--- src/rtl/instr_fetch_if.sv ---
// Fetch-side bus bundle: instruction memory address/data plus the
// valid/ready instruction handshake towards the decoder.
interface instr_fetch_if #(
  parameter int N  = 16,
  parameter int AW = 10
);
  logic [AW-1:0] mem_addr;
  logic [N-1:0]  mem_data;
  logic          instr_valid;
  logic [N-1:0]  instr;
  logic [AW-1:0] instr_pc;
  logic          instr_ready;

  modport master (
    output mem_addr,
    input  mem_data,
    output instr_valid,
    output instr,
    output instr_pc,
    input  instr_ready
  );

  modport slave (
    input  mem_addr,
    output mem_data,
    input  instr_valid,
    input  instr,
    input  instr_pc,
    output instr_ready
  );
endinterface

--- src/rtl/instr_fetch.sv ---
// Instruction fetch unit: PC, synchronous-memory request tracking and a
// 2-entry {word, pc} output FIFO. Define FETCH_PERF_EN for fetch/stall counters.
module instr_fetch #(
  parameter int            N        = 16,
  parameter int            AW       = 10,
  parameter logic [AW-1:0] RESET_PC = '0
) (
  input  logic          clk,
  input  logic          rst,
  input  logic          branch_valid,
  input  logic [AW-1:0] branch_target,
  input  logic          halt,
`ifdef FETCH_PERF_EN
  output logic [15:0]   fetch_count,
  output logic [15:0]   stall_count,
`endif
  instr_fetch_if.master bus
);

  logic [AW-1:0]         pc_q, pc_d;
  logic                  req_q, req_d;
  logic [AW-1:0]         req_pc_q, req_pc_d;
  logic [1:0]            count_q, count_d;
  logic [1:0][N-1:0]     word_q, word_d;
  logic [1:0][AW-1:0]    slot_pc_q, slot_pc_d;

  logic                  valid;
  logic                  pop;
  logic                  push;
  logic                  issue;
  logic                  stall;
  logic [2:0]            occupancy_next;
  logic [1:0]            count_after_pop;

  assign valid = (count_q != 2'd0);
  assign pop   = valid & bus.instr_ready;
  assign stall = valid & ~bus.instr_ready;
  assign push  = req_q & ~branch_valid;

  // Issue only when the word it produces is sure to find a free FIFO slot.
  assign occupancy_next = {1'b0, count_q} + {2'b00, req_q} - {2'b00, pop};
  assign issue          = ~halt & ~branch_valid & (occupancy_next < 3'd2);

  always_comb begin
    pc_d     = pc_q;
    req_d    = 1'b0;
    req_pc_d = req_pc_q;
    if (branch_valid) begin
      pc_d = branch_target;
    end else if (issue) begin
      req_d    = 1'b1;
      req_pc_d = pc_q;
      pc_d     = pc_q + AW'(1);
    end
  end

  // Head is always slot 0; a pop shifts slot 1 down before any push lands.
  always_comb begin
    word_d          = word_q;
    slot_pc_d       = slot_pc_q;
    count_after_pop = count_q - {1'b0, pop};
    count_d         = count_after_pop + {1'b0, push};
    if (pop) begin
      word_d[0]    = word_q[1];
      slot_pc_d[0] = slot_pc_q[1];
    end
    if (push) begin
      if (count_after_pop == 2'd0) begin
        word_d[0]    = bus.mem_data;
        slot_pc_d[0] = req_pc_q;
      end else begin
        word_d[1]    = bus.mem_data;
        slot_pc_d[1] = req_pc_q;
      end
    end
    if (branch_valid) begin
      count_d = 2'd0;
    end
  end

  always_ff @(posedge clk or posedge rst) begin
    if (rst) begin
      pc_q      <= RESET_PC;
      req_q     <= 1'b0;
      req_pc_q  <= '0;
      count_q   <= 2'd0;
      word_q    <= '0;
      slot_pc_q <= '0;
    end else begin
      pc_q      <= pc_d;
      req_q     <= req_d;
      req_pc_q  <= req_pc_d;
      count_q   <= count_d;
      word_q    <= word_d;
      slot_pc_q <= slot_pc_d;
    end
  end

  assign bus.mem_addr    = pc_q;
  assign bus.instr_valid = valid;
  assign bus.instr       = word_q[0];
  assign bus.instr_pc    = slot_pc_q[0];

`ifdef FETCH_PERF_EN
  logic [15:0] fetch_count_q, fetch_count_d;
  logic [15:0] stall_count_q, stall_count_d;

  always_comb begin
    fetch_count_d = fetch_count_q + {15'd0, pop};
    stall_count_d = stall_count_q + {15'd0, stall};
  end

  always_ff @(posedge clk or posedge rst) begin
    if (rst) begin
      fetch_count_q <= 16'd0;
      stall_count_q <= 16'd0;
    end else begin
      fetch_count_q <= fetch_count_d;
      stall_count_q <= stall_count_d;
    end
  end

  assign fetch_count = fetch_count_q;
  assign stall_count = stall_count_q;
`endif

endmodule

--- src/flat_wrapper.sv ---
// flat-port wrapper written by rule: the top's interface ports become plain ports
module instr_fetch_flat 
#(
  parameter int            N        = 16,
  parameter int            AW       = 10,
  parameter logic [AW-1:0] RESET_PC = '0
)
  (clk, rst, branch_valid, branch_target, halt, bus_mem_addr, bus_mem_data, bus_instr_valid, bus_instr, bus_instr_pc, bus_instr_ready);
  instr_fetch_if #(.N(N), .AW(AW)) bus_i ();
  input  logic clk;
  input  logic rst;
  input  logic branch_valid;
  input  logic [AW-1:0] branch_target;
  input  logic halt;
  output wire logic [$bits(bus_i.mem_addr)-1:0] bus_mem_addr;
  input wire logic [$bits(bus_i.mem_data)-1:0] bus_mem_data;
  output wire logic [$bits(bus_i.instr_valid)-1:0] bus_instr_valid;
  output wire logic [$bits(bus_i.instr)-1:0] bus_instr;
  output wire logic [$bits(bus_i.instr_pc)-1:0] bus_instr_pc;
  input wire logic [$bits(bus_i.instr_ready)-1:0] bus_instr_ready;
  assign bus_mem_addr = bus_i.mem_addr;
  assign bus_i.mem_data = bus_mem_data;
  assign bus_instr_valid = bus_i.instr_valid;
  assign bus_instr = bus_i.instr;
  assign bus_instr_pc = bus_i.instr_pc;
  assign bus_i.instr_ready = bus_instr_ready;
  instr_fetch #(.N(N), .AW(AW), .RESET_PC(RESET_PC)) u_core (.clk(clk), .rst(rst), .branch_valid(branch_valid), .branch_target(branch_target), .halt(halt), .bus(bus_i));
endmodule
--- config.mk ---
export PLATFORM = sky130hd
export DESIGN_NAME = instr_fetch_flat
export DESIGN_NICKNAME = d
export VERILOG_FILES = /design/src/rtl/instr_fetch_if.sv /design/src/rtl/instr_fetch.sv /design/src/flat_wrapper.sv
export SDC_FILE = /design/constraint.sdc
export NUM_CORES = 1
export LEC_CHECK = 0
export ABC_AREA = 1
export BUFFER_PORTS_ARGS = -buffer_cell sky130_fd_sc_hd__buf_2
export CAP_MARGIN = 20
export CORE_MARGIN = 2
export CORE_UTILIZATION = 50
export DETAILED_ROUTE_END_ITERATION = 8
export PLACE_DENSITY = 0.76
export SYNTH_ARGS = -nofsm -noshare
export SYNTH_HDL_FRONTEND = slang
export SYNTH_SLANG_ARGS = --single-unit
--- constraint.sdc ---
create_clock -name clk -period 2.39 [get_ports clk]
set_clock_uncertainty 0.15 [all_clocks]
set_input_delay 0.239 -clock clk [delete_from_list [all_inputs] [get_ports clk]]
set_output_delay 0.239 -clock clk [all_outputs]
set_load 0.02 [all_outputs]
### Word level (Yosys, flattened, before mapping)

Index checks and enable logic that the tools add are counted.
W data, S select, Z words.

* bitwise operators: 7
* equal/unequal tests: 0
* multiplexer cells: 11
* $add $sub $neg: 5
* shifts and indexed selects: 0
* reduce and logical (&&, ||, !) cells: 5
* $lt $le $gt $ge: 1
* multipliers: 0
* divide/modulo/power cells: 0

Operator list (count)
* $mux W10: 5
* $mux W16: 3
* $add A10 B1 Y10 const B: 1
* $and A1 B1 Y1: 4
* $reduce_and A2 Y1: 2
* $reduce_bool A2 Y1: 2
* $add A2 B1 Y3: 1
* $lt A3 B2 Y1 const B: 1
* $not A1 Y1: 3
* $sub A3 B1 Y3: 1
* $add A2 B1 Y2: 1
* $logic_not A2 Y1: 1
* $mux W1: 2
* $mux W2: 1
* $sub A2 B1 Y2: 1

* bits in latches: 0
* memories: 0
* input port bits: 31
* register bits: 75
* ROM bits: 0
* RAM bits: 0

### Longest topological paths before layout

Gate-level depths: netlist of the first run.

* word-level depth: 7
* mapped depth: 15
* mapped depth without buffers: 14

### Least setup slack after synthesis of the first run

No wires, ideal clock.

* path kind: flip-flop to flip-flop
* from: register u_core.count_q[1]
* to: register u_core.req_pc_q[3]
* library setup time: 0.126 ns
* data arrival time: 2.147 ns
* cell stages (with the launch flop): 15
* required time: 2.114 ns
* period minus slack after synthesis: 2.423 ns
* path slack: -0.033 ns
* cells stage by stage: dfrtp_1 inv_2 nand2_4 nand2_4 inv_4 buf_6 nor2_1 o21ai_0 fa_1 nand2_1 nor2_1 nand2_2 buf_2 nand2_1 o21ai_0

* word-level cells in the longest chain between the ends: 6
* elaborated cells between the ends (all ways): 7

RTL lines
* from (decl): line instr_fetch.sv:23 `logic [1:0] count_q, count_d;`
* from (signal assigned): line instr_fetch.sv:93 `count_q <= count_d;`
* $reduce_bool A2 Y1: line instr_fetch.sv:35 `assign valid = (count_q != 2'd0);`
* via bus_instr_valid: line flat_wrapper.sv:17 `output wire logic [$bits(bus_i.instr_valid)-1:0] bus_instr_valid;`
* $and A1 B1 Y1: line instr_fetch.sv:36 `assign pop = valid & bus.instr_ready;`
* $sub A3 B1 Y3: line instr_fetch.sv:41 `assign occupancy_next = {1'b0, count_q} + {2'b00, req_q} - {2'b00, pop};`
* $lt A3 B2 Y1: line instr_fetch.sv:42 `assign issue = ~halt & ~branch_valid & (occupancy_next < 3'd2);`
* $and A1 B1 Y1: line instr_fetch.sv:42
* $reduce_and A2 Y1 (no line)
* to (signal assigned): line instr_fetch.sv:92 `req_pc_q <= req_pc_d;`
* to (decl): line instr_fetch.sv:22 `logic [AW-1:0] req_pc_q, req_pc_d;`

The timed path passes the listed nets, and every way through them passes these cells.
A chain may end at the register's enable or synchronous reset.

### Worst setup path after layout of the first run

* from: register u_core.count_q[0]
* to: register u_core.pc_q[8] (netlist: u_core.bus.mem_addr[8])

* word-level cells in the longest chain between the ends: 6
* elaborated cells between the ends (all ways): 7

RTL lines
* parallel branches: the longest is 2 deep, another holds $add A2 B1 Y3
* $sub A3 B1 Y3 (*): line instr_fetch.sv:41
* $lt A3 B2 Y1 (*): line instr_fetch.sv:42
* $and A1 B1 Y1 (*): line instr_fetch.sv:42
* $reduce_bool A2 Y1 (no line) (*)
* to (signal assigned): line instr_fetch.sv:90 `pc_q <= pc_d;`
* to (decl): line instr_fetch.sv:20 `logic [AW-1:0] pc_q, pc_d;`

Mark *: on every way between the ends.

==> run summary, run 1 <==
outcome -> finished clean
Slew Limit Fails -> 0
met2 WL post-DR -> 3790 um
FF+latch area -> 0.00188 mm^2
DRC viols -> 0
RSZ-0062 raised after global routing -> false
max layer used -> met4
clock latency on the worst-skew pair -> 0.34 ns
sequential power share -> 0.481
GPL Wtd Cong -> 0.857
sequential area share after synthesis -> 0.505
minimum clock period -> 2.26 ns
via density per instance -> 4.86
Adder-Cell Fraction of Synth Area -> 0.0121
Sw Ratio -> 0.354
1st-iter DRT viols -> 186
Core ar. -> 0.00721 mm^2
routed wl met3 -> 380 um
WL met1 -> 3800 um
combinational fraction of design power -> 0.284
Synth Area in Simple Gates -> 0.291
die outline height -> 90.2 um
Unique masters post-synth -> 24
synthesis warning total -> 0
Max-cap violations -> 0
Required @ worst endpoint -> 2.52 ns
Total Routed Length -> 8080 um
DRT Pass-1 Iters -> 4
Antenna Nets Post-Route -> 0
largest net degree at the start of global routing -> 53
largest family of logic cells by synthesized area -> simple AND/OR/NAND/NOR gates
antenna diode count -> 0
CTS root buf -> clkbuf_8
CTS Sinks -> 75
LEAKAGE -> 2.38 nW
Psw -> 1.29 mW
vias in the first global route -> 3017
Post-Syn Area -> 0.00371 mm^2
Total GRT Usage -> 0.207
Worst setup SP type -> register
routed vias -> 3103
multi-input combinational cell area -> 0.00139 mm^2
Final Hold Vio Count -> 0
I/O Pins -> 68
final worst-path cycle share -> 0.945
Hold Crit Class -> input pin to register
Clock Path Buffers -> 2
Final setup viols -> 0
actual slew at the worst max-slew pin -> 0.548 ns
Avg Cell Area, Syn -> 8.02 um^2
synthesized net count -> 497
relative slew slack -> 0.634
Fillers -> 640
WL/cell -> 12.7 um
hold slack -> 0.00790 ns
CP Capture Type -> register
Area Growth Syn to Fin -> 19.0%
f_max -> 443 MHz
global-route wire length before repair -> 13600 um
Initial Utilization -> 0.515
H-tree depth -> 3
Clock Pin Slew Worst Setup and Hold Paths -> 0.08 ns
#FFs+latches synth -> 75
HPWL Detailed -> 5260 um
TritonCTS buffer count -> 9
die area -> 0.00814 mm^2
initial antenna violation count -> 0
row count -> 31
IR drop worst, VDD -> 0.000314 V
post-synthesis cell count -> 463
mux share of post-synthesis cell area -> 0
complex-gate fraction of the synthesized area -> 0.0596
Crit Path Category -> register to register
width of the die -> 90.2 um
TritonCTS clock tree -> built
crit path DAT -> 2.38 ns
share of cells above drive strength 1 -> 0.204
P per Cell Area -> 824 mW/mm^2
GRT overflow -> 0
PortBufs -> 67
fin nets -> 569
Crit Path Max Fanout -> 9
xor/xnor share of the synthesized area -> 0.00472
clock network power share -> 0.236
total power -> 3.64 mW
P_int -> 2.35 mW
## power groups by stage
| stage | sequential, mW | clock [mW] | combinational [mW] |
|---|---|---|---|
| after CTS | 1.75 | 0.872 | 1.04 |
| after detailed placement | 1.77 | 0 | 0.998 |
| after global placement | 1.76 | 0 | 0.976 |
| after global routing | 1.79 | 0.924 | 1.15 |
| final | 1.75 | 0.858 | 1.03 |
| after floorplan | 1.76 | 0 | 0.887 |
## stage by stage
| stage | setup WS, ns | cell area [um^2] | TNS, ns | std cells | utilization |
|---|---|---|---|---|---|
| after floorplan | -0.00782 | 3720 | -0.00782 | 463 | - |
| after detailed placement | 0.00719 | 3960 | 0 | 595 | 0.548 |
| final | 0.132 | 4420 | 0 | 638 | 0.613 |
| after CTS | 0.0149 | 4390 | 0 | 636 | 0.608 |
| after global routing | 0.00436 | 4420 | 0 | 638 | 0.613 |
| after global placement | 0.147 | 3960 | 0 | 595 | 0.548 |
## cell families after synthesis
family | Yosys count
buffers and inverters | 87
flip-flops | 75
XOR/XNOR | 2
adder cells (fa/ha/maj) | 3
AO/OA/AOI/OAI | 42
AND/OR/NAND/NOR | 254
## cells in the final DEF, fill, tap and decap left out
master,n
ha_1,2
buf_2,67
dlygate4sd3_1,26
xor2_1,2
nand2_2,3
o21ai_0,18
a31oi_1,9
clkbuf_8,10
nand3_1,60
clkinvlp_4,2
nor2_2,1
nand2_4,3
nor2_1,21
inv_4,2
clkinv_2,3
nand4_1,2
inv_2,3
inv_1,37
o21ai_1,12
nor2_4,3
fa_1,1
nand3_4,1
nand2_1,161
buf_12,1
dfrtp_1,75
buf_4,11
a21oi_1,3
## path summary, 6_finish.rpt
kind	endpoint	slack (ns)	cells after the start	startpoint
worst max-delay path	u_core.bus.mem_addr[8]$_DFFE_PP0P_	0.13	13	u_core.count_q[0]$_DFF_PP0_
worst min-delay path	u_core.word_q[23]$_DFFE_PP0P_	0.008	3	bus_mem_data[7]
worst max register to register	u_core.bus.mem_addr[8]$_DFFE_PP0P_	0.13	13	u_core.count_q[0]$_DFF_PP0_
worst min register to register	u_core.slot_pc_q[13]$_DFFE_PP0P_	0.32	2	u_core.slot_pc_q[13]$_DFFE_PP0P_
max in group asynchronous	u_core.bus.instr_pc[2]$_DFF_PP0_	1.16	4	rst
min in group asynchronous	u_core.bus.mem_addr[6]$_DFFE_PP0P_	0.33	3	rst
## routing by layer
metal	GRT usage	vias up
met5	0	-
met4	0.0782	0
met3	0.0394	11
met2	0.337	75
met1	0.276	1440
li1	-	1577
## Yosys cell counts
library cell,n,area share
nand2_1,161,0.16
dfrtp_1,75,0.51
nand3_1,60,0.081
inv_1,38,0.038
buf_4,32,0.065
nor2_1,23,0.023
o21ai_0,19,0.026
o21ai_1,11,0.015
a31oi_1,9,0.015
buf_2,8,0.011
a21oi_1,3,0.0040
clkbuf_1,3,0.0030
inv_2,3,0.0030
nand2_2,3,0.0051
buf_6,2,0.0061
ha_1,2,0.0067
nand2_4,2,0.0061
nand4_1,2,0.0034
xor2_1,2,0.0047
fa_1,1,0.0054
inv_4,1,0.0017
nand3_4,1,0.0047
nor2_2,1,0.0017
nor2_4,1,0.0030
## registers in the layout (all words and copies together), names as in the netlist
name                 count
u_core.word_q           16
u_core.req_pc_q         10
u_core.bus.instr        16
u_core.count_q           2
u_core.slot_pc_q        10
u_core.bus.mem_addr     10
u_core.bus.instr_pc     10
u_core.req_q             1
## worst max-delay path, stage by stage (launching register included)
cell     delay (ns)
dfrtp_1        0.40
inv_1          0.13
nand2_4        0.07
nand2_4        0.09
inv_4          0.03
nor2_1         0.08
o21ai_1        0.08
fa_1           0.50
nand2_1        0.10
nor2_4         0.15
nand2_4        0.11
nor2_1         0.15
nand2_1        0.08
nand4_1        0.08
## what timing repair did
item / in CTS / in global routing
hold endpoints to repair: 55 / 0
gates cloned: 0 / 1
gates resized for setup: 1 / 5
buffers inserted: 0 / 1
hold buffers: 26 / 0
pin swaps: 0 / 1
setup endpoints to repair: 1 / 20
## layout make-up
type	count	area share
flip-flops and latches	75	0.425
multi-input cells	302	0.315
repair buffers	105	0.158
inverters	42	0.0368
clock buffers	10	0.0311
well taps	99	0.0280
clock inverters	5	0.00680
Note: power is estimated with default switching activity, not from simulation.
==> inputs of run 2 (changes only) <==
--- a/config.mk
+++ b/config.mk
@@ -9,9 +9,10 @@
 export BUFFER_PORTS_ARGS = -buffer_cell sky130_fd_sc_hd__buf_2
 export CAP_MARGIN = 20
 export CORE_MARGIN = 2
-export CORE_UTILIZATION = 50
+export CORE_UTILIZATION = 52
+export CTS_BUF_LIST = sky130_fd_sc_hd__clkbuf_4
 export DETAILED_ROUTE_END_ITERATION = 8
-export PLACE_DENSITY = 0.76
+export PLACE_DENSITY = 0.78
 export SYNTH_ARGS = -nofsm -noshare
 export SYNTH_HDL_FRONTEND = slang
 export SYNTH_SLANG_ARGS = --single-unit
==> run 2 against run 1 <==
Flip-flop and latch count stayed put. Clock power is 16% higher. First-iteration DRC count is 23% higher. Die area is 3.7% lower. Global-route usage is 1.9 points higher. Largest cell class unchanged. Routed wire length is 1.5% higher. Via count is 2.1% higher. Critical endpoint is now u_core.bus.mem_addr[5]$_DFFE_PP0P_. Sequential power hardly changed.
==> run summary, run 2 (same netlist as run 1, synthesis figures left out) <==
outcome -> finished clean
Hold Crit Class -> input pin to register
CP peak stage delay -> 0.53 ns (+0.03 ns)
1st-iter DRT viols -> 229 (+23%)
H-tree depth -> 3 (unchanged)
final instance count without filler cells -> 634 (-0.63%)
Total GRT Usage -> 0.226 (+0.0193)
hold slack -> 0.0578 ns (+0.0499 ns)
TritonCTS buffer count -> 9 (unchanged)
Max-cap violations -> 0 (unchanged)
IR drop worst, VDD -> 0.000361 V (+15%)
commonest non-fill, non-tap cells in the layout -> nand2_1 (161), dfrtp_1 (75), buf_2 (67), nand3_1 (60), inv_1 (36)
worst path cell trace -> inv_4 -> nand2_4 -> nand2_4 -> inv_4 -> nor2_1 -> o21ai_1 -> fa_1 -> nand3_1 -> nor2_4 -> buf_4 -> nand3_1 -> nand3_1
fin nets -> 567 (-0.35%)
initial antenna violation count -> 0 (unchanged)
Slew Limit Fails -> 0 (unchanged)
final cell utilization of the core -> 0.645 (+0.0321)
PortBufs -> 67 (unchanged)
Required @ worst endpoint -> 2.61 ns (+0.09 ns)
Fillers -> 570 (-11%)
Setup WS pre-CTS -> 0.00703 ns (-0.000168 ns)
f_max -> 446 MHz (+0.70%)
CTS root buf -> clkbuf_4
Total Routed Length -> 8200 um (+1.5%)
Clock Pin Slew Worst Setup and Hold Paths -> 0.12 ns (+0.04 ns)
HPWL Detailed -> 5210 um (-1.1%)
width of the die -> 88.5 um (-1.9%)
TritonCTS clock tree -> built
CP Capture Type -> register
die area -> 0.00784 mm^2 (-3.7%)
Crit Path Max Fanout -> 5 (-4)
Slowest-stage cell, CP -> fa_1
Worst setup SP type -> register
CP delay by family, top -> simple AND/OR/NAND/NOR gates
routed vias -> 3169 (+2.1%)
GPL Wtd Cong -> 0.905 (+5.5%)
relative slew slack -> 0.523 (-0.111)
DRC viols -> 0 (unchanged)
crit path DAT -> 2.46 ns (+0.08 ns)
DRT Pass-1 Iters -> 4 (unchanged)
Antenna Nets Post-Route -> 0 (unchanged)
Area Growth Syn to Fin -> 19.2%
GRT overflow -> 0 (unchanged)
WL/cell -> 12.9 um (+2.2%)
Clock Path Buffers -> 2 (unchanged)
P per Cell Area -> 855 mW/mm^2 (+3.8%)
minimum clock period -> 2.24 ns (-0.0158 ns)
cell mode on critical path -> nand3_1
LEAKAGE -> 2.39 nW (+0.15%)
Final Hold Vio Count -> 0 (unchanged)
final worst-path cycle share -> 0.938 (-0.00660)
via density per instance -> 5.00 (+2.8%)
Initial Utilization -> 0.541 (+0.0259)
CTS Sinks -> 75 (unchanged)
Final setup viols -> 0 (unchanged)
antenna diode count -> 0 (unchanged)
Crit Path Category -> register to register
largest net degree at the start of global routing -> 53 (unchanged)
global-route wire length before repair -> 13700 um (+0.10%)
die outline height -> 88.5 um (-1.9%)
vias in the first global route -> 2977 (-1.3%)
Buffers & Inverters on Critical Path -> 3 (+1)
Placed Instances -> 589 (-1.0%)
clock latency on the worst-skew pair -> 0.42 ns (+0.08 ns)
PnR worst setup slack -> 0.147 ns (+0.0158 ns)
actual slew at the worst max-slew pin -> 0.714 ns (+0.166 ns)
I/O Pins -> 68 (unchanged)
row count -> 30 (-3.2%)
RSZ-0062 raised after global routing -> true
share of cells above drive strength 1 -> 0.206 (+0.00224)
commonest non-fill, non-tap cell in the layout -> nand2_1
Core ar. -> 0.00687 mm^2 (-4.8%)
-- run 2: cell types whose count changed in the layout (fill, tap and decap cells not counted), sizes merged --
cell / before / now
clkinvlp: 2 / 1
dlygate4sd3: 26 / 27
bufinv: 0 / 3
buf: 79 / 76
clkbuf: 10 / 9
-- run 2: per-stage QoR --
step                power (mW)  setup TNS, ns  area [um^2]
finish                    3.78              0         4430
CTS                       3.79              0         4390
detailed placement        2.77              0         3930
floorplan                 2.65       -0.00782         3720
global route              4.03         -0.117         4430
global placement          2.74              0         3930
-- run 2: worst paths after layout --
| path | end | slack [ns] | startpoint | cells past startpoint |
|---|---|---|---|---|
| worst min register to register | u_core.word_q[29]$_DFFE_PP0P_ | 0.34 | u_core.word_q[29]$_DFFE_PP0P_ | 2 |
| worst max register to register | u_core.bus.mem_addr[5]$_DFFE_PP0P_ | 0.15 | u_core.count_q[1]$_DFF_PP0_ | 12 |
| max in group asynchronous | u_core.bus.mem_addr[9]$_DFFE_PP0P_ | 1.10 | rst | 4 |
| worst min-delay path | u_core.count_q[0]$_DFF_PP0_ | 0.06 | branch_valid | 2 |
| min in group asynchronous | u_core.bus.instr[4]$_DFF_PP0_ | 0.30 | rst | 3 |
| worst max-delay path | u_core.bus.mem_addr[5]$_DFFE_PP0P_ | 0.15 | u_core.count_q[1]$_DFF_PP0_ | 12 |
-- run 2: metal layers --
metal	up-vias	global-route usage	wire [um]
met3	10	0.0494	448
li1	1588	-	-
met1	1476	0.291	3710
met4	0	0.0675	114
met2	95	0.384	3930
met5	-	0	0
-- run 2: layout make-up --
class                   count  area [um^2]  share of cell area
clock buffers               9         67.6              0.0153
flip-flops and latches     75         1880               0.424
clock inverters             7          116              0.0263
well taps                  96          120              0.0271
multi-input cells         302         1400               0.315
inverters                  42          163              0.0367
repair buffers            103          689               0.156
-- run 2: what timing repair did --
action | 4_1_cts | 5_1_grt
buffers inserted | 0 | 1
pin swaps | 1 | 2
resized for setup | 2 | 8
setup endpoints to repair | 7 | 20
hold endpoints to repair | 74 | 0
gates cloned | 0 | 1
hold buffers | 27 | 0
-- run 2: power breakdown --
| group | internal (mW) | leakage, nW | total [mW] | switching (mW) |
|---|---|---|---|---|
| clock network | 0.527 | 0.0959 | 0.992 | 0.464 |
| logic | 0.396 | 1.35 | 1.04 | 0.647 |
| registers | 1.56 | 0.938 | 1.75 | 0.190 |
| total | 2.48 | 2.39 | 3.78 | 1.30 |
